<file path="config.mk">
export PLATFORM = sky130hd
export DESIGN_NAME = imem_program_loader_flat
export DESIGN_NICKNAME = d
export VERILOG_FILES = /design/src/rtl/imem_program_loader_if.sv /design/src/rtl/imem_program_loader.sv /design/src/flat_wrapper.sv
export SDC_FILE = /design/constraint.sdc
export NUM_CORES = 1
export LEC_CHECK = 0
export ABC_AREA = 1
export CORE_MARGIN = 2
export CORE_UTILIZATION = 40
export CTS_CLUSTER_DIAMETER = 60
export DETAILED_ROUTE_END_ITERATION = 8
export GPL_ROUTABILITY_DRIVEN = 0
export GPL_TIMING_DRIVEN = 0
export REMOVE_ABC_BUFFERS = 1
export SYNTH_ARGS = -nofsm -noshare
export SYNTH_HDL_FRONTEND = slang
export SYNTH_SLANG_ARGS = --single-unit
</file>
<file path="constraint.sdc">
create_clock -name clk -period 1.7 [get_ports clk]
set_input_delay 0.34 -clock clk [delete_from_list [all_inputs] [get_ports clk]]
set_output_delay 0.34 -clock clk [all_outputs]
set_load 0.01 [all_outputs]
</file>
<file path="src/rtl/imem_program_loader_if.sv">
// Stream-in and instruction-memory write bus for the program loader.
// The loader sits on the slave side: it sinks the byte stream and drives the memory write port.
interface imem_program_loader_if #(
    parameter int ADDR_WIDTH = 8
);
    logic                  in_valid;
    logic [7:0]            in_data;
    logic                  in_ready;
    logic                  mem_we;
    logic [ADDR_WIDTH-1:0] mem_addr;
    logic [31:0]           mem_wdata;

    modport master (
        output in_valid, in_data,
        input  in_ready, mem_we, mem_addr, mem_wdata
    );

    modport slave (
        input  in_valid, in_data,
        output in_ready, mem_we, mem_addr, mem_wdata
    );
endinterface

</file>
<file path="src/rtl/imem_program_loader.sv">
// Boot-time instruction-memory writer. Consumes a big-endian byte stream made of a
// 32-bit word-count header followed by that many instruction words, writes them to
// consecutive word addresses from 0, and holds the core in reset until the load is done.
module imem_program_loader #(
    parameter int ADDR_WIDTH = 8,
    parameter int DATA_WIDTH = 32
) (
    input  logic                  clk,
    input  logic                  rst,
    input  logic                  start,
    imem_program_loader_if.slave  bus,
    output logic                  cpu_rst,
    output logic                  busy,
    output logic                  done,
    output logic                  error
);
    localparam logic [2:0] S_IDLE  = 3'd0;
    localparam logic [2:0] S_HDR   = 3'd1;
    localparam logic [2:0] S_LOAD  = 3'd2;
    localparam logic [2:0] S_WRITE = 3'd3;
    localparam logic [2:0] S_DONE  = 3'd4;
    localparam logic [2:0] S_ERR   = 3'd5;

    // Memory capacity in words; a header equal to this is still legal.
    localparam logic [32:0] CAPACITY = 33'd1 << ADDR_WIDTH;

    logic [2:0]            r_state;
    logic [1:0]            r_bcnt;
    logic [DATA_WIDTH-1:0] r_shift;
    logic [ADDR_WIDTH-1:0] r_index;
    logic [ADDR_WIDTH-1:0] r_last;    // header count minus one, i.e. last write address
    logic [ADDR_WIDTH-1:0] r_addr;
    logic [DATA_WIDTH-1:0] r_wdata;

    logic                  w_ready;
    logic                  w_acc;
    logic                  w_word_done;
    logic [DATA_WIDTH-1:0] w_word;
    logic                  w_restart;

    assign w_ready     = (r_state == S_HDR) || (r_state == S_LOAD);
    assign w_acc       = bus.in_valid && w_ready;
    assign w_word_done = w_acc && (r_bcnt == 2'd3);
    // Word as it will look once the byte currently on the bus is shifted in.
    assign w_word      = {r_shift[DATA_WIDTH-9:0], bus.in_data};
    assign w_restart   = start && ((r_state == S_IDLE) || (r_state == S_DONE) || (r_state == S_ERR));

    // Sequencer: header capture, byte assembly, one write bubble per word.
    always_ff @(posedge clk) begin
        if (rst) begin
            r_state <= S_IDLE;
            r_bcnt  <= '0;
            r_shift <= '0;
            r_index <= '0;
            r_last  <= '0;
            r_addr  <= '0;
            r_wdata <= '0;
        end else begin
            if (w_acc) begin
                r_shift <= w_word;
                r_bcnt  <= r_bcnt + 2'd1;
            end
            case (r_state)
                S_IDLE, S_DONE, S_ERR: begin
                    if (w_restart) begin
                        r_state <= S_HDR;
                        r_bcnt  <= '0;
                        r_index <= '0;
                    end
                end
                S_HDR: begin
                    if (w_word_done) begin
                        r_index <= '0;
                        r_last  <= ADDR_WIDTH'(w_word - DATA_WIDTH'(1));
                        if (w_word == '0)
                            r_state <= S_DONE;
                        else if ({1'b0, w_word} > CAPACITY)
                            r_state <= S_ERR;
                        else
                            r_state <= S_LOAD;
                    end
                end
                S_LOAD: begin
                    if (w_word_done) begin
                        r_state <= S_WRITE;
                        r_addr  <= r_index;
                        r_wdata <= w_word;
                    end
                end
                S_WRITE: begin
                    // Compare before incrementing so a full-capacity load never wraps the index.
                    if (r_index == r_last) begin
                        r_state <= S_DONE;
                    end else begin
                        r_index <= r_index + ADDR_WIDTH'(1);
                        r_state <= S_LOAD;
                    end
                end
                default: r_state <= S_IDLE;
            endcase
        end
    end

    assign bus.in_ready  = w_ready;
    assign bus.mem_we    = (r_state == S_WRITE);
    assign bus.mem_addr  = r_addr;
    assign bus.mem_wdata = r_wdata;

    assign cpu_rst = (r_state != S_DONE);
    assign busy    = (r_state == S_HDR) || (r_state == S_LOAD) || (r_state == S_WRITE);
    assign done    = (r_state == S_DONE);
    assign error   = (r_state == S_ERR);
endmodule

</file>
<file path="src/flat_wrapper.sv">
// flat-port wrapper written by rule: the top's interface ports become plain ports
module imem_program_loader_flat 
#(
    parameter int ADDR_WIDTH = 8,
    parameter int DATA_WIDTH = 32
)
  (clk, rst, start, cpu_rst, busy, done, error, bus_in_valid, bus_in_data, bus_in_ready, bus_mem_we, bus_mem_addr, bus_mem_wdata);
  imem_program_loader_if #(.ADDR_WIDTH(ADDR_WIDTH)) bus_i ();
  input  logic clk;
  input  logic rst;
  input  logic start;
  output logic cpu_rst;
  output logic busy;
  output logic done;
  output logic error;
  input wire logic [$bits(bus_i.in_valid)-1:0] bus_in_valid;
  input wire logic [$bits(bus_i.in_data)-1:0] bus_in_data;
  output wire logic [$bits(bus_i.in_ready)-1:0] bus_in_ready;
  output wire logic [$bits(bus_i.mem_we)-1:0] bus_mem_we;
  output wire logic [$bits(bus_i.mem_addr)-1:0] bus_mem_addr;
  output wire logic [$bits(bus_i.mem_wdata)-1:0] bus_mem_wdata;
  assign bus_i.in_valid = bus_in_valid;
  assign bus_i.in_data = bus_in_data;
  assign bus_in_ready = bus_i.in_ready;
  assign bus_mem_we = bus_i.mem_we;
  assign bus_mem_addr = bus_i.mem_addr;
  assign bus_mem_wdata = bus_i.mem_wdata;
  imem_program_loader #(.ADDR_WIDTH(ADDR_WIDTH), .DATA_WIDTH(DATA_WIDTH)) u_core (.clk(clk), .rst(rst), .start(start), .bus(bus_i), .cpu_rst(cpu_rst), .busy(busy), .done(done), .error(error));
endmodule
</file>
==> results_dict.tcl, run 1 <==
set metrics [dict create \
    status "complete, no violations" \
    worstSkewPairLatency_ns 0.37 \
    portBuffers 57 \
    drt_iter0_markers 234 \
    placed_cells 642 \
    r2r-start "u_core.r_state[2]" \
    start_kind "flip-flop" \
    slew_headroom_pct 54.9 \
    initial_utilization_pct 41.7 \
    cts_max_path_buffers 2 \
    seq_area_frac_synth_pct 46.3 \
    leakage_nw 1.88 \
    fp.dieArea_um2 9970 \
    synth_warnings 0 \
    detail_route.wirelength_um 10700 \
    period_share_pct 99.8 \
    track_usage_pct 21.4 \
    numClockSinks 85 \
    vias_per_cell 5.14 \
    cap_viol_max_count 0 \
    yosysUniqueCellTypes 27 \
    synth_edf_count 0 \
    area_delta_synth_final_pct 39.6 \
    layout-drive-gt1-share_pct 20.0 \
    yosys.area.top_type_share_pct 46.3 \
    rows 34 \
    synth-async-reset-ratio_pct 0 \
    synth_ff_type "dfxtp_1" \
    die_height_um 99.9 \
    netlist_area_um2 3670 \
    worstSetupEndpoint "u_core.r_last[2]" \
    skew_ns 0.0153 \
    drtPass1Iterations 4 \
    crit_path_frequent_cell "buf_6" \
    netlist_instances 503 \
    timing.fmax_mhz 590 \
    ys_seq_elements 85 \
    critPathCaptureType "flip-flop" \
    setup_ws_ns 0.00413 \
    fin_crit_ns 1.70 \
    dp_hpwl_um 5700 \
    worstHoldPathType "input port to flip-flop" \
    rr_endpoint "u_core.r_last[2]" \
    h-tree-depth 3 \
    drc 0 \
    max_stage_delay_ns 0.36 \
    fin_cells 699 \
    grt_pass1_vias 3320 \
    pin_count 58 \
    worst-path-max-fanout 6 \
    worstPathArrival_ns 1.99 \
    cts_tree "done" \
    tightest_slew_ns 0.675 \
    rsz0062_at_grt "true" \
    cp-startpoint "u_core.r_state[2]" \
    ys_top_cells_by_area "dfxtp_1 46%, nand2_1 12%, a21oi_1 11%" \
    wl_per_cell_um 15.2 \
    crit_type "flip-flop to flip-flop" \
    cp.depth 10 \
    synth_top_area_cell "dfxtp_1" \
    r2r_cells 10 \
    critPathBufInv 4 \
    cts-buffers-inserted 9 \
    worst_ep_required_time_ns 2.00 \
    ant_nets 0 \
    final_nets 602 \
    finalMaxSlewViolations 0 \
    post-place-ws_ns -2.14 \
    final_hold_viol_count 0 \
    die_w_um 99.9 \
    path_clk_slew_ns 0.10 \
    num_vias 3594 \
    overflow 0 \
    coreArea_um2 8810 \
    slowest_stage "dfxtp_4" \
    grt_pass1_wl_um 16900 \
    setup_violations 0 \
    antenna_found_initial 0 \
    vdd_drop_max_v 0.000488 \
    ff2ff_setup_slack_ns 0.004 \
    n_antenna_cell 0 \
    grt_max_degree 44 \
    avgSynthCellArea_um2 7.31 \
    clock-root-buffer "clkbuf_8" \
    cellPowerDensity_nw_per_um2 1140 \
    crit_chain "buf_6, nor3_4, buf_6, o21ai_4, nor2_4, buf_12, nand2_8, inv_8, o21ai_0, a21oi_1" \
    crit_family "buffers and inverters" \
]
## sequential cells by signal, indices dropped and copies added (netlist names)
name / flops
u_core.r_index: 8
u_core.r_state: 3
u_core.r_last: 8
u_core.bus.mem_addr: 8
u_core.r_bcnt: 2
u_core.bus.mem_wdata: 32
u_core.r_shift: 24
## power breakdown
part	leakage (nW)	switching (mW)	internal, mW	total (mW)
clock network	0.0960	0.779	0.684	1.46
logic	1.09	1.21	0.868	2.08
registers	0.689	0.152	2.14	2.29
total	1.88	2.14	3.69	5.84
## final cells by class
type	instances	area [um^2]
repair inverters	3	21.3
repair buffers	89	910
clock inverters	7	72.6
well taps	108	135
clock buffers	9	124
multi-input cells	369	2030
inverters	29	123
flip-flops and latches	85	1710
fillers	822	3670
## timing repair
item	in CTS	in global routing
cloned	8	2
setup endpoints to repair	91	81
setup buffers	26	6
pin swaps	9	22
gates resized for setup	50	61
hold buffers	0	0
## through the flow
stage / hold slack, ns / total power, mW / util, % / TNS (ns) / instance area (um^2)
after floorplan: 0.409 / 3.14 / - / -54.12 / 3540
after global placement: 0.451 / 3.54 / 48.2 / -155.19 / 4240
after detailed placement: 0.452 / 3.56 / 48.4 / -127.46 / 4260
after CTS: 0.420 / 5.59 / 55.5 / -0.0234 / 4890
after global routing: 0.458 / 6.16 / 58.3 / -1.29 / 5130
final: 0.440 / 5.84 / 58.3 / 0 / 5130
## cells in the mapped netlist, types with 2 or more instances
cell type	number
a21oi_1	84
buf_2	5
buf_4	6
clkbuf_1	15
dfxtp_1	85
ha_1	4
inv_1	28
nand2_1	117
nand3_1	44
nand4_1	4
nor2_1	64
nor3_1	3
nor3b_1	2
o21ai_0	16
xnor2_1	8
xor2_1	7
## metal layers
layer  vias up  track usage [%]  part of all wire (%)
met5         -                0                     0
li1       1815                -                     -
met4         0             8.64                   1.5
met2        92             31.8                    45
met1      1673             30.5                    48
met3        14             4.53                   5.5
## cells in the final DEF, fill, tap and decap left out, types with 5 or more instances in the layout
cell / synthesis / final
buf_12: 0 / 6
nand2_2: 0 / 5
clkdlybuf4s50_1: 0 / 50
o21ai_2: 0 / 5
a21oi_2: 0 / 15
clkbuf_8: 0 / 9
a21oi_1: 84 / 68
o21ai_0: 16 / 8
clkinvlp_4: 0 / 5
nand3_1: 44 / 43
inv_1: 28 / 22
nor2_2: 1 / 5
buf_6: 1 / 11
nor2_1: 64 / 57
dfxtp_1: 85 / 81
nand2_1: 117 / 108
nand2_4: 1 / 5
buf_4: 6 / 16
xor2_1: 7 / 7
nor2_4: 1 / 6
xnor2_1: 8 / 8
## logic make-up after synthesis
group	share of synthesized area [%]
simple gates	27.2
xor+xnor	3.58
buf+inv	6.71
compound gates	14.8
fa+ha+maj	1.36
flops	46.3
## worst min path at each step
stage	from	slack [ns]	cells after the start	to
6_report	rst	0.44	2	u_core.r_index[1]
5_1_grt	rst	0.46	2	u_core.bus.mem_addr[5]
4_1_cts	rst	0.42	2	u_core.r_index[1]
3_5_place_dp	u_core.bus.mem_wdata[25]	0.45	2	u_core.bus.mem_wdata[25]
3_3_place_gp	u_core.bus.mem_wdata[5]	0.45	2	u_core.bus.mem_wdata[5]
2_1_floorplan	rst	0.41	1	u_core.bus.mem_addr[0]
Note: power is estimated with default switching activity, not from simulation.
==> run 2: changes to the inputs <==
SETUP_SLACK_MARGIN = 0.2   (was unset)
clock period = 2.1 ns   (was 1.7 ns; I/O delays follow)
==> run 2 against run 1 <==
Effect of this change:
- largest power group unchanged
- setup slack improved by 0.16 ns
- highest routed layer unchanged
- sequential share of layout area increased by 2.3 points
- design area down 6.5%
- worst hold slack improved by 0.025 ns
- largest cell class unchanged
- non-clock buffer count decreased by 8
- sequential cell count unchanged
- clock power is 19% lower
- utilization down 3.8 points
==> results_dict.tcl, run 2 (synthesis results as in run 1) <==
set metrics [dict create \
    slowest_stage "dfxtp_4" \
    crit_path_frequent_cell "inv_1" \
    h-tree-depth 3 \
    overflow 0 \
    ff2ff_setup_slack_ns 0.28 \
    final_cell_mix "113 x nand2_1, 81 x a21oi_1, 81 x dfxtp_1" \
    hold_ws_ns 0.464 \
    timing.fmax_mhz 518 \
    fp.dieArea_um2 9970 \
    period_share_pct 92.0 \
    cap_viol_max_count 0 \
    worst_ep_required_time_ns 1.68 \
    num_vias 3510 \
    max_stage_delay_ns 0.39 \
    fin_crit_ns 1.93 \
    vias_per_cell 5.12 \
    crit_chain "inv_1, nand2_4, nor2_4, nor2_2, inv_1, dlygate4sd2_1" \
    largest_register_ffs 32 \
    wl_per_cell_um 14.5 \
    path_clk_slew_ns 0.09 \
    slew_headroom_pct 45.4 \
    vdd_drop_max_v 0.000411 \
    crit_type "flip-flop to primary output" \
    skew_ns 0.0134 \
    clock-root-buffer "clkbuf_8" \
    rsz0062_at_grt "true" \
    cellPowerDensity_nw_per_um2 923 \
    cts_max_path_buffers 2 \
    setup_violations 0 \
    worst-path-max-fanout 5 \
    critPathBufInv 3 \
    fin_cells 686 \
    cts_tree "done" \
    pin_count 58 \
    finalMaxSlewViolations 0 \
    tightest_slew_ns 0.818 \
    die_w_um 99.9 \
    start_kind "flip-flop" \
    ant_nets 0 \
    crit_family "buffers and inverters" \
    initial_utilization_pct 41.7 \
    status "complete, no violations" \
    grt_pass1_vias 3255 \
    worstHoldPathType "flip-flop to flip-flop" \
    drc 0 \
    setup_ws_ns 0.168 \
    portBuffers 57 \
    dp_hpwl_um 5700 \
    leakage_nw 1.77 \
    numClockSinks 85 \
    drt_iter0_markers 189 \
    coreArea_um2 8810 \
    worstSkewPairLatency_ns 0.37 \
    layout-drive-gt1-share_pct 12.5 \
    seq_area_um2 1710 \
    placed_cells 642 \
    die_height_um 99.9 \
    area_delta_synth_final_pct 30.6 \
    multiInputGateArea_um2 1850 \
    grt_pass1_wl_um 16300 \
    drtPass1Iterations 5 \
    final_nets 589 \
    worstPathArrival_ns 1.51 \
    grt_max_degree 44 \
    final_hold_viol_count 0 \
    final_util_pct 54.5 \
    cts-buffers-inserted 9 \
    fill_cells 875 \
    n_antenna_cell 0 \
    postCtsHoldBufs 0 \
    rows 34 \
    post-place-ws_ns -1.74 \
    final_common_cell "nand2_1" \
    track_usage_pct 20.6 \
    antenna_found_initial 0 \
    detail_route.wirelength_um 9960 \
    critPathCaptureType "primary output" \
]
==> run 2: cell types whose count changed in the layout (fill, tap and decap cells not counted), moves of 4 or more <==
cell / change
a21oi_1: +13
a21oi_2: -12
buf_12: -4
buf_4: +5
buf_6: -10
inv_1: +4
nand2_1: +5
o21ai_0: +6
o21ai_2: -5
==> run 2: final timing paths <==
| path | from | endpoint | depth (start not counted) |
|---|---|---|---|
| setup / recovery | u_core.r_state[2] | bus_in_ready | 6 |
| hold / removal | u_core.bus.mem_wdata[25] | u_core.bus.mem_wdata[25] | 2 |
| setup reg to reg | u_core.r_state[2] | u_core.r_shift[2] | 10 |
| hold reg to reg | u_core.bus.mem_wdata[25] | u_core.bus.mem_wdata[25] | 2 |
==> run 2: metal layers <==
| metal | up-vias | global-route usage [%] | share of wire [%] |
|---|---|---|---|
| met3 | 24 | 4.32 | 5.3 |
| met5 | - | 0 | 0 |
| met4 | 0 | 8.32 | 2.5 |
| met2 | 105 | 30.9 | 43 |
| li1 | 1783 | - | - |
| met1 | 1598 | 29.1 | 49 |
==> run 2: power breakdown <==
| group | internal [mW] | total (mW) | switching, mW |
|---|---|---|---|
| clock | 0.554 | 1.18 | 0.625 |
| sequential | 1.73 | 1.87 | 0.136 |
| combinational | 0.532 | 1.38 | 0.848 |
==> run 2: timing repair <==
item | 4_1_cts | 5_1_grt
setup buffers | 17 | 6
gates resized for setup | 19 | 23
cloned | 5 | 0
setup endpoints to repair | 91 | 68
pin swaps | 5 | 5
==> run 2: worst min-delay path: stages, from the launching register on <==
cell     delay (ns)
dfxtp_1        0.32
nand2_1        0.06
a21oi_1        0.05
==> run 2: through the flow <==
stage	power [mW]	setup TNS [ns]	cell area (um^2)
2_1_floorplan	2.54	-28.12	3540
3_3_place_gp	2.86	-123.95	4240
3_5_place_dp	2.88	-93.77	4260
4_1_cts	4.30	0	4680
5_1_grt	4.67	0	4800
6_report	4.43	0	4800
==> run 2: layout make-up <==
cell class / count / share of cell area (%)
timing repair buffer: 81 / 16.2
clock buffer: 9 / 2.58
multi-input combinational: 366 / 38.6
timing repair inverter: 1 / 0.156
tap: 108 / 2.82
sequential: 85 / 35.7
clock inverter: 7 / 1.51
inverter: 29 / 2.40
